## config.mk

```make
export PLATFORM = sky130hd
export DESIGN_NAME = riscmakers_mem_arbiter
export DESIGN_NICKNAME = d
export VERILOG_FILES = /design/src/rtl/riscmakers_arb_pkg.sv /design/src/rtl/riscmakers_rr_picker.sv /design/src/rtl/riscmakers_mem_arbiter.sv
export SDC_FILE = /design/constraint.sdc
export NUM_CORES = 1
export LEC_CHECK = 0
export CAP_MARGIN = 20
export CORE_AREA = 4 4 222 224
export DETAILED_ROUTE_END_ITERATION = 7
export DIE_AREA = 0 0 226 228
export HOLD_SLACK_MARGIN = 0.06
export SLEW_MARGIN = 20
export SYNTH_ARGS = -nofsm -noshare
export SYNTH_HDL_FRONTEND = slang
export SYNTH_SLANG_ARGS = --single-unit
```

## constraint.sdc

```tcl
create_clock -name clk_i -period 3.7 [get_ports clk_i]
set_input_delay 0.74 -clock clk_i [delete_from_list [all_inputs] [get_ports clk_i]]
set_output_delay 0.74 -clock clk_i [all_outputs]
set_load 0.05 [all_outputs]
```

## src/rtl/riscmakers_arb_pkg.sv

```systemverilog
// riscmakers_arb_pkg
// Shared types and constants for the memory arbiter slice.
//   arb_state_t     : arbiter FSM encoding (IDLE / REQ / WAIT)
//   ICACHE_REQ      : requester index of the icache miss path
//   DCACHE_REQ      : requester index of the bypassing dcache
//   ARB_TIMEOUT_CYC : default WAIT-cycle limit before forced completion
package riscmakers_arb_pkg;

  typedef enum logic [1:0] {
    ARB_IDLE = 2'd0,
    ARB_REQ  = 2'd1,
    ARB_WAIT = 2'd2
  } arb_state_t;

  localparam int unsigned ICACHE_REQ      = 0;
  localparam int unsigned DCACHE_REQ      = 1;
  localparam int unsigned ARB_TIMEOUT_CYC = 1023;

endpackage

```

## src/rtl/riscmakers_rr_picker.sv

```systemverilog
// riscmakers_rr_picker
// Two-way winner selection for the memory arbiter.
// Build option: RISCMAKERS_ARB_RR_EN
//   defined   : on a tie, the requester that was not granted last wins
//   undefined : fixed priority, the dcache (requester 1) wins every tie
// Ports:
//   req_i  [2] : per-requester request
//   last_i     : requester granted most recently (round-robin build only)
//   win_o      : index of the selected requester
//   gnt_o  [2] : one-hot grant, all zero when nothing requests
module riscmakers_rr_picker
  import riscmakers_arb_pkg::*;
(
  input  logic [1:0] req_i,
`ifdef RISCMAKERS_ARB_RR_EN
  input  logic       last_i,
`endif
  output logic       win_o,
  output logic [1:0] gnt_o
);

  always_comb begin
    gnt_o = '0;
`ifdef RISCMAKERS_ARB_RR_EN
    if (&req_i) begin
      win_o = ~last_i;
    end else begin
      win_o = req_i[DCACHE_REQ];
    end
`else
    win_o = req_i[DCACHE_REQ];
`endif
    if (|req_i) begin
      gnt_o[win_o] = 1'b1;
    end
  end

endmodule

```

## src/rtl/riscmakers_mem_arbiter.sv

```systemverilog
// riscmakers_mem_arbiter
// Shares one memory request/return port between the icache miss path
// (requester 0) and the bypassing dcache (requester 1). One transaction is
// outstanding at a time; the return is steered to the owner by tid. A
// timeout recovers the owner if memory never answers, and an abort lets the
// owner walk away while the arbiter still absorbs the in-flight return.
// Build option: RISCMAKERS_ARB_RR_EN (round-robin ties, else dcache priority)
// Ports:
//   clk_i, rst_i           : clock, asynchronous active-high reset
//   req_i/paddr_i/we_i/size_i/wdata_i : per-requester request and payload
//   abort_i                : owner abandons its outstanding transaction
//   ack_o                  : one-cycle grant, payload captured that cycle
//   rtrn_vld_o/rtrn_data_o : one-cycle completion to the owner
//   mem_req_o/mem_ack_i    : memory request handshake
//   mem_paddr_o/mem_we_o/mem_size_o/mem_wdata_o/mem_tid_o : registered payload
//   mem_rtrn_vld_i/mem_rtrn_tid_i/mem_rtrn_data_i : memory return
//   busy_o                 : arbiter not idle
//   timeout_o              : one-cycle pulse on forced completion
module riscmakers_mem_arbiter
  import riscmakers_arb_pkg::*;
#(
  parameter int unsigned PADDR_W     = 34,
  parameter int unsigned DATA_W      = 64,
  parameter int unsigned LINE_W      = 128,
  parameter int unsigned TID_W       = 2,
  parameter int unsigned TIMEOUT_CYC = ARB_TIMEOUT_CYC
) (
  input  logic                    clk_i,
  input  logic                    rst_i,
  input  logic [1:0]              req_i,
  input  logic [1:0][PADDR_W-1:0] paddr_i,
  input  logic [1:0]              we_i,
  input  logic [1:0][2:0]         size_i,
  input  logic [1:0][DATA_W-1:0]  wdata_i,
  input  logic [1:0]              abort_i,
  output logic [1:0]              ack_o,
  output logic [1:0]              rtrn_vld_o,
  output logic [LINE_W-1:0]       rtrn_data_o,
  output logic                    mem_req_o,
  input  logic                    mem_ack_i,
  output logic [PADDR_W-1:0]      mem_paddr_o,
  output logic                    mem_we_o,
  output logic [2:0]              mem_size_o,
  output logic [DATA_W-1:0]       mem_wdata_o,
  output logic [TID_W-1:0]        mem_tid_o,
  input  logic                    mem_rtrn_vld_i,
  input  logic [TID_W-1:0]        mem_rtrn_tid_i,
  input  logic [LINE_W-1:0]       mem_rtrn_data_i,
  output logic                    busy_o,
  output logic                    timeout_o
);

  localparam int unsigned CNT_W = $clog2(TIMEOUT_CYC + 1);

  arb_state_t         state_q, state_d;
  logic [PADDR_W-1:0] paddr_q, paddr_d;
  logic               we_q, we_d;
  logic [2:0]         size_q, size_d;
  logic [DATA_W-1:0]  wdata_q, wdata_d;
  logic               owner_q, owner_d;
  logic               drop_q, drop_d;
  logic [CNT_W-1:0]   cnt_q, cnt_d;
  logic [CNT_W-1:0]   cnt_inc;
  logic               rtrn_match;
  logic               win;
  logic [1:0]         gnt;

`ifdef RISCMAKERS_ARB_RR_EN
  logic               last_q, last_d;
`endif

  riscmakers_rr_picker u_picker (
    .req_i  (req_i),
`ifdef RISCMAKERS_ARB_RR_EN
    .last_i (last_q),
`endif
    .win_o  (win),
    .gnt_o  (gnt)
  );

  assign rtrn_match  = mem_rtrn_vld_i && (mem_rtrn_tid_i == TID_W'(owner_q));
  assign cnt_inc     = cnt_q + CNT_W'(1);

  assign busy_o      = (state_q != ARB_IDLE);
  assign mem_paddr_o = paddr_q;
  assign mem_we_o    = we_q;
  assign mem_size_o  = size_q;
  assign mem_wdata_o = wdata_q;
  assign mem_tid_o   = TID_W'(owner_q);

  always_comb begin
    state_d     = state_q;
    paddr_d     = paddr_q;
    we_d        = we_q;
    size_d      = size_q;
    wdata_d     = wdata_q;
    owner_d     = owner_q;
    drop_d      = drop_q;
    cnt_d       = cnt_q;
`ifdef RISCMAKERS_ARB_RR_EN
    last_d      = last_q;
`endif
    ack_o       = '0;
    rtrn_vld_o  = '0;
    rtrn_data_o = '0;
    mem_req_o   = 1'b0;
    timeout_o   = 1'b0;

    case (state_q)
      ARB_IDLE: begin
        if (|req_i) begin
          ack_o   = gnt;
          paddr_d = paddr_i[win];
          we_d    = we_i[win];
          size_d  = size_i[win];
          wdata_d = wdata_i[win];
          owner_d = win;
          drop_d  = 1'b0;
`ifdef RISCMAKERS_ARB_RR_EN
          last_d  = win;
`endif
          state_d = ARB_REQ;
        end
      end

      ARB_REQ: begin
        // An aborted request is still presented until memory takes it.
        mem_req_o = 1'b1;
        if (abort_i[owner_q]) begin
          drop_d = 1'b1;
        end
        if (mem_ack_i) begin
          cnt_d = '0;
          if (rtrn_match) begin
            if (!drop_q) begin
              rtrn_vld_o[owner_q] = 1'b1;
              rtrn_data_o         = mem_rtrn_data_i;
            end
            state_d = ARB_IDLE;
          end else begin
            state_d = ARB_WAIT;
          end
        end
      end

      ARB_WAIT: begin
        cnt_d = cnt_inc;
        if (abort_i[owner_q]) begin
          drop_d = 1'b1;
        end
        // A matching return wins over a timeout landing in the same cycle.
        if (rtrn_match) begin
          if (!drop_q) begin
            rtrn_vld_o[owner_q] = 1'b1;
            rtrn_data_o         = mem_rtrn_data_i;
          end
          state_d = ARB_IDLE;
        end else if (cnt_inc == CNT_W'(TIMEOUT_CYC)) begin
          timeout_o = 1'b1;
          if (!drop_q) begin
            rtrn_vld_o[owner_q] = 1'b1;
          end
          state_d = ARB_IDLE;
        end
      end

      default: state_d = ARB_IDLE;
    endcase
  end

  always_ff @(posedge clk_i or posedge rst_i) begin
    if (rst_i) begin
      state_q <= ARB_IDLE;
      paddr_q <= '0;
      we_q    <= 1'b0;
      size_q  <= '0;
      wdata_q <= '0;
      owner_q <= 1'b0;
      drop_q  <= 1'b0;
      cnt_q   <= '0;
`ifdef RISCMAKERS_ARB_RR_EN
      last_q  <= 1'b0;
`endif
    end else begin
      state_q <= state_d;
      paddr_q <= paddr_d;
      we_q    <= we_d;
      size_q  <= size_d;
      wdata_q <= wdata_d;
      owner_q <= owner_d;
      drop_q  <= drop_d;
      cnt_q   <= cnt_d;
`ifdef RISCMAKERS_ARB_RR_EN
      last_q  <= last_d;
`endif
    end
  end

endmodule
```

==> results of run 1 <==
sequential cells by signal (all words and copies together) (netlist names):
signal / cells
cnt_q: 10
state_q: 2
mem_size_o: 3
mem_we_o: 1
mem_wdata_o: 64
mem_paddr_o: 34
owner_q: 1
drop_q: 1
through the flow:
stage          hold slack (ns)  power [µW]  cells  setup WS, ns  area (µm²)
2_1_floorplan            0.445        5400    722         0.599        6690
3_3_place_gp             0.460        7660   1870         0.217       14400
3_5_place_dp             0.470        7690   1870         0.216       14400
4_1_cts                  0.483        9510   1902         0.179       15000
5_1_grt                  0.503        9870   1905        0.0452       15000
6_report                 0.476        9350   1907         0.182       15000
worst max-delay path, cell delays in order:
cell and delay, ns:
clkdlybuf4s50_1 0.51, xnor2_2 0.13, nand3b_2 0.17, nor3b_4 0.33, buf_12 0.31, inv_2 0.04, o22ai_1 0.30, buf_12 0.19
per-layer routing:
layer,global-route usage,vias up
li1,-,3547
met2,0.301,419
met3,0.0671,68
met4,0.0930,2
met1,0.159,3476
met5,0,-
kinds of logic after synthesis:
group | after synthesis | synth area share
simple gates | 286 | 0.228
other cells | 1 | 0.000561
buf+inv | 65 | 0.0503
xor+xnor | 5 | 0.00767
mux | 105 | 0.157
fa+ha+maj | 5 | 0.00935
flops | 116 | 0.434
compound gates | 139 | 0.113
power groups by stage:
stage | clock (µW) | sequential, µW | combinational, µW
final | 1740 | 2190 | 5420
after global routing | 1860 | 2270 | 5730
after detailed placement | 0 | 2210 | 5480
after floorplan | 0 | 4050 | 1350
after global placement | 0 | 2180 | 5480
after CTS | 1820 | 2200 | 5490
Yosys cell counts, types with 2 or more instances:
| library cell | instances | area share |
|---|---|---|
| o211ai_1 | 2 | 0.0022 |
| a21oi_1 | 4 | 0.0030 |
| and2_1 | 131 | 0.12 |
| nand2b_1 | 2 | 0.0019 |
| dfrtp_1 | 116 | 0.43 |
| o21ai_0 | 94 | 0.070 |
| buf_4 | 16 | 0.018 |
| buf_2 | 20 | 0.015 |
| ha_1 | 5 | 0.0094 |
| nand3_1 | 10 | 0.0075 |
| nand3b_1 | 2 | 0.0022 |
| xor2_1 | 3 | 0.0039 |
| and4_1 | 2 | 0.0026 |
| a21o_1 | 2 | 0.0022 |
| nor2b_1 | 2 | 0.0019 |
| o21ai_1 | 24 | 0.018 |
| nor2_1 | 8 | 0.0045 |
| clkbuf_1 | 19 | 0.011 |
| and3_1 | 3 | 0.0028 |
| mux2i_1 | 104 | 0.16 |
| o31ai_1 | 2 | 0.0022 |
| inv_1 | 8 | 0.0045 |
| nand4_1 | 5 | 0.0047 |
| o41ai_1 | 3 | 0.0039 |
| and3b_1 | 3 | 0.0039 |
| nand2_1 | 111 | 0.062 |
how the worst max path moves through the flow:
stage / startpoint / cells past startpoint / to
3_5_place_dp: mem_rtrn_tid_i[0] / 8 / rtrn_vld_o[0]
6_report: mem_rtrn_tid_i[0] / 8 / rtrn_vld_o[0]
2_1_floorplan: state_q[1]$_DFFE_PP0P_ / 7 / rtrn_vld_o[0]
5_1_grt: state_q[0]$_DFFE_PP0P_ / 9 / rtrn_vld_o[0]
4_1_cts: state_q[0]$_DFFE_PP0P_ / 9 / rtrn_vld_o[0]
3_3_place_gp: mem_rtrn_tid_i[0] / 8 / rtrn_vld_o[0]
final cells by class:
type / count / area, µm²
diodes: 5 / 12.5
inverters: 9 / 37.5
repair buffers: 589 / 7220
clock buffers: 18 / 439
flip-flops and latches: 116 / 2900
multi-input cells: 541 / 3470
well taps: 615 / 769
fillers: 4859 / 32300
clock inverters: 14 / 166
==> flow_metrics.env, run 1 <==
export IMPL_syn_inst=722
export IMPL_cts_buffers=17
export IMPL_synth_seq_cells=116
export IMPL_synth_seq_area_share=0.434
export IMPL_grt_util_all_layers=0.167
export IMPL_cp_arrival_ns=2.78
export IMPL_post_cts_setup_buffers=0
export IMPL_cp_max_fo=88
export IMPL_p_seq_frac=0.235
export IMPL_tns_ns=0
export IMPL_hpwl_um=36900
export IMPL_worstSetupEndpointType="output port"
export IMPL_async_flop_share=1.00
export IMPL_die_height_um=228
export IMPL_ant_nets=0
export IMPL_required_ns=2.96
export IMPL_setup_viol=0
export IMPL_overflow=0
export IMPL_drv_slew=0
export IMPL_ys_types=47
export IMPL_r2r_slack_ns=1.69
export IMPL_synth_ff_type="dfrtp_1"
export IMPL_hold_violations=0
export IMPL_grt_pass1_wl_um=60400
export IMPL_synth_warnings=0
export IMPL_routedWlPerCell_um=22.9
export IMPL_min_period_over_period=0.951
export IMPL_cts_sinks=116
export IMPL_dr_wl_met2_um=22800
export IMPL_min_period_ns=3.52
export IMPL_layout_drive_gt1_share=0.147
export IMPL_die_w_um=226
export IMPL_fmax_mhz=284
export IMPL_cts_root_buf="clkbuf_16"
export IMPL_finClkSkew_ns=0.00760
export IMPL_dr_first_iter_drc_count=259
export IMPL_synth_edf_count=0
export IMPL_nNetsFinal=1621
export IMPL_status="completed"
export IMPL_drv_cap=0
export IMPL_p_clk_frac=0.186
export IMPL_rsz0062_at_grt="no"
export IMPL_grt_pass1_vias=7910
export IMPL_layout_common_cells="445 x clkdlybuf4s50_1, 134 x buf_12, 131 x and2_1, 116 x dfrtp_1, 111 x nand2_1"
export IMPL_clk_pin_slew_worst_paths_ns=0.06
export IMPL_wl_um=43800
export IMPL_hp_start="mem_paddr_o[31]$_DFFE_PP0P_"
export IMPL_syn_to_final_growth_pct=124
export IMPL_dr_max_layer_used="met5"
export IMPL_critPathLaunchType="primary input"
export IMPL_drcViolationCount=0
export IMPL_routabilityCongestion=0.882
export IMPL_pwr_density_cell_mw_per_mm2=623
export IMPL_hold_end="mem_paddr_o[31]$_DFFE_PP0P_"
export IMPL_timing_rr_start="state_q[0]$_DFFE_PP0P_"
export IMPL_drt_pass1_iter_count=5
export IMPL_cts_max_path_buffers=2
export IMPL_p_int_uw=4740
export IMPL_hold_path_cell_count=2
export IMPL_worstSkewPairLatency_ns=0.46
export IMPL_pwr_share_comb=0.580
export IMPL_cts_tree="built"
export IMPL_core_area_mm2=0.0473
export IMPL_vias=7512
export IMPL_port_buffers=579
export IMPL_route_met3_wl_um=4080
export IMPL_viasPerCell=3.94
export IMPL_cts_max_level=4
export IMPL_final_common_cell="clkdlybuf4s50_1"
export IMPL_start_util=0.141
export IMPL_antenna_found_initial=8
export IMPL_syn_avg_cell_area_um2=9.27
export IMPL_fp_row_count=80
export IMPL_min_path_type="register to register"
export IMPL_grt_max_degree=117
export IMPL_critPathKind="primary input to output port"
export IMPL_leakage_uw=0.00625
export IMPL_rr_worst_depth=7
export IMPL_io_pin_count=581
export IMPL_cts_resized=0
export IMPL_dieArea_mm2=0.0515
export IMPL_swShare=0.492
export IMPL_slew_headroom=0.433
export IMPL_worstMarginPinSlew_ns=0.850
export IMPL_synth_area_mm2=0.00669
export IMPL_r2r_end="state_q[0]$_DFFE_PP0P_"
export IMPL_post_route_util=0.317
export IMPL_cts_hold_buf=0
export IMPL_met1_length_um=14600
export IMPL_synth_nets=1069
export IMPL_vdd_drop_max_mv=0.420
export IMPL_p_sw_uw=4600
Power figures use the tool's default switching activity.
==> inputs of run 2 (changes only) <==
--- a/config.mk
+++ b/config.mk
@@ -9,7 +9,7 @@
 export CORE_AREA = 4 4 222 224
 export DETAILED_ROUTE_END_ITERATION = 7
 export DIE_AREA = 0 0 226 228
-export HOLD_SLACK_MARGIN = 0.06
+export HOLD_SLACK_MARGIN = 0.08
 export SLEW_MARGIN = 20
 export SYNTH_ARGS = -nofsm -noshare
 export SYNTH_HDL_FRONTEND = slang
==> results of run 2 <==
No change in the layout: final DEF, timing and power equal those of run 1.
==> inputs of run 3 (changes only) <==
--- a/config.mk
+++ b/config.mk
@@ -6,10 +6,11 @@
 export NUM_CORES = 1
 export LEC_CHECK = 0
 export CAP_MARGIN = 20
-export CORE_AREA = 4 4 222 224
+export CORE_AREA = 4 4 221 223
 export DETAILED_ROUTE_END_ITERATION = 7
-export DIE_AREA = 0 0 226 228
+export DIE_AREA = 0 0 225 227
 export HOLD_SLACK_MARGIN = 0.08
+export RECOVER_POWER = 100
 export SLEW_MARGIN = 20
 export SYNTH_ARGS = -nofsm -noshare
 export SYNTH_HDL_FRONTEND = slang
==> constraint.sdc (replaced) <==
create_clock -name clk_i -period 4.15 [get_ports clk_i]
set_input_delay 0.83 -clock clk_i [delete_from_list [all_inputs] [get_ports clk_i]]
set_output_delay 0.83 -clock clk_i [all_outputs]
set_load 0.05 [all_outputs]
==> run 3 against run 2 <==
Net effect: the run now ends with max-capacitance violations, max-slew violations left; global-route usage is 1.7 points lower; cell area barely moved; sequential cell count stayed put; combinational power is 14% lower; clock-buffer cell count is 1 higher.
==> flow_metrics.env, run 3 (synthesis results as in run 1) <==
export IMPL_status="finished with violations"
export IMPL_violations="max-capacitance violations, max-slew violations"
export IMPL_io_pin_count=581
export IMPL_cts_hold_buf=0
export IMPL_finClkSkew_ns=0.0143
export IMPL_cts_sinks=116
export IMPL_worstSkewPairLatency_ns=0.45
export IMPL_slowest_delay_ns=0.50
export IMPL_cp_max_fo=78
export IMPL_cts_buffers=17
export IMPL_routedWlPerCell_um=21.0
export IMPL_p_int_uw=4090
export IMPL_ant_nets=0
export IMPL_critical_path_slowest_cell="clkdlybuf4s50_1"
export IMPL_slew_headroom=-0.809
export IMPL_timing_final_ws_setup_ns=0.305
export IMPL_cp_arrival_ns=3.02
export IMPL_p_sw_uw=3980
export IMPL_nNetsFinal=1620
export IMPL_drv_slew=72
export IMPL_cts_tree="built"
export IMPL_layout_common_cells="337 x clkdlybuf4s50_1, 138 x buf_12, 125 x and2_0, 116 x dfrtp_1"
export IMPL_largest_reg_flops=64
export IMPL_drt_pass1_iter_count=4
export IMPL_crit_path_frequent_cell="buf_12"
export IMPL_post_cts_setup_buffers=0
export IMPL_grt_pass1_wl_um=54300
export IMPL_min_path_type="register to register"
export IMPL_dieArea_mm2=0.0511
export IMPL_drv_cap=2
export IMPL_rsz0062_at_grt="no"
export IMPL_routabilityCongestion=0.856
export IMPL_grt_pass1_vias=7738
export IMPL_min_period_ns=3.85
export IMPL_tns_ns=0
export IMPL_cp_cell_sequence="clkdlybuf4s50_1 > xnor2_2 > nand3b_2 > nor3b_1 > buf_12 > buf_12 > and2_0 > buf_12"
export IMPL_setup_viol=0
export IMPL_crit_buf_inv=4
export IMPL_post_route_util=0.323
export IMPL_worstMarginPinSlew_ns=2.70
export IMPL_vias=7247
export IMPL_port_buffers=579
export IMPL_swShare=0.493
export IMPL_cts_root_buf="clkbuf_16"
export IMPL_fmax_mhz=260
export IMPL_wl_um=39900
export IMPL_required_ns=3.32
export IMPL_dr_first_iter_drc_count=195
export IMPL_critPathKind="primary input to output port"
export IMPL_pwr_density_cell_mw_per_mm2=538
export IMPL_drcViolationCount=0
export IMPL_antenna_found_initial=9
export IMPL_layout_drive_gt1_share=0.142
export IMPL_cts_resized=0
export IMPL_hold_violations=0
export IMPL_p_seq_frac=0.240
export IMPL_cpLargestDelayFamily="buffers and inverters"
export IMPL_fp_row_count=79
export IMPL_pwr_share_comb=0.574
export IMPL_start_util=0.144
export IMPL_grt_max_degree=105
export IMPL_die_w_um=225
export IMPL_place_ws_ns=0.505
export IMPL_overflow=0
export IMPL_critPathLaunchType="primary input"
export IMPL_viasPerCell=3.82
export IMPL_vdd_drop_max_mv=0.393
export IMPL_clk_pin_slew_worst_paths_ns=0.05
export IMPL_worstSetupEndpointType="output port"
export IMPL_syn_to_final_growth_pct=124
export IMPL_final_common_cell="clkdlybuf4s50_1"
export IMPL_cts_max_path_buffers=2
export IMPL_grt_util_all_layers=0.150
export IMPL_core_area_mm2=0.0466
export IMPL_die_height_um=227
export IMPL_leakage_uw=0.00624
export IMPL_hpwl_um=34300
export IMPL_min_period_over_period=0.927
export IMPL_p_clk_frac=0.186
export IMPL_cts_max_level=4
## run 3: path summary, 6_finish.rpt
kind | startpoint | to | slack (ns) | cells past startpoint
max reg2reg | state_q[0]$_DFFE_PP0P_ | mem_wdata_o[53]$_DFFE_PP0P_ | 1.42 | 5
max | mem_rtrn_tid_i[0] | rtrn_data_o[32] | 0.30 | 8
min reg2reg | mem_wdata_o[16]$_DFFE_PP0P_ | mem_wdata_o[16]$_DFFE_PP0P_ | 0.47 | 2
max in group asynchronous | rst_i | owner_q$_DFFE_PP0P_ | 0.85 | 3
min in group asynchronous | rst_i | mem_wdata_o[45]$_DFFE_PP0P_ | 1.40 | 2
min | mem_wdata_o[16]$_DFFE_PP0P_ | mem_wdata_o[16]$_DFFE_PP0P_ | 0.47 | 2
## run 3: power by group through the flow
stage	logic [µW]	clock network (µW)	registers, µW
floorplan	1210	0	3610
global placement	4900	0	1950
detailed placement	4910	0	1980
CTS	4920	1560	1970
global route	4920	1610	2020
finish	4640	1500	1940
## run 3: tightest hold or removal path, stage by stage (launching register included)
cell	delay, ns
dfrtp_1	0.33
nand2_1	0.04
o21ai_0	0.06
## run 3: area by class of cell
cell class	count	area, µm²
Antenna cell	6	15.0
Clock buffer	19	453
Clock inverter	13	149
Fill cell	4781	31500
Inverter	9	35.0
Multi-Input combinational cell	541	3440
Sequential cell	116	2900
Tap cell	607	759
Timing Repair Buffer	588	7260
## run 3: routing by layer
layer	routed length, µm	vias to the layer above	part of all wire	track usage
li1	-	3554	-	-
met3	3800	45	0.095	0.0632
met1	12700	3255	0.32	0.140
met2	21900	385	0.55	0.285
met4	1480	8	0.037	0.0672
met5	55	-	0.0014	0
## run 3: metrics by stage
step / total power, µW / hold WS, ns / area (µm²) / instances
floorplan: 4810 / 0.445 / 6690 / 722
global placement: 6850 / 0.461 / 14400 / 1861
detailed placement: 6890 / 0.469 / 14400 / 1861
CTS: 8450 / 0.483 / 15000 / 1893
global route: 8540 / 0.502 / 15000 / 1894
finish: 8070 / 0.470 / 15000 / 1899
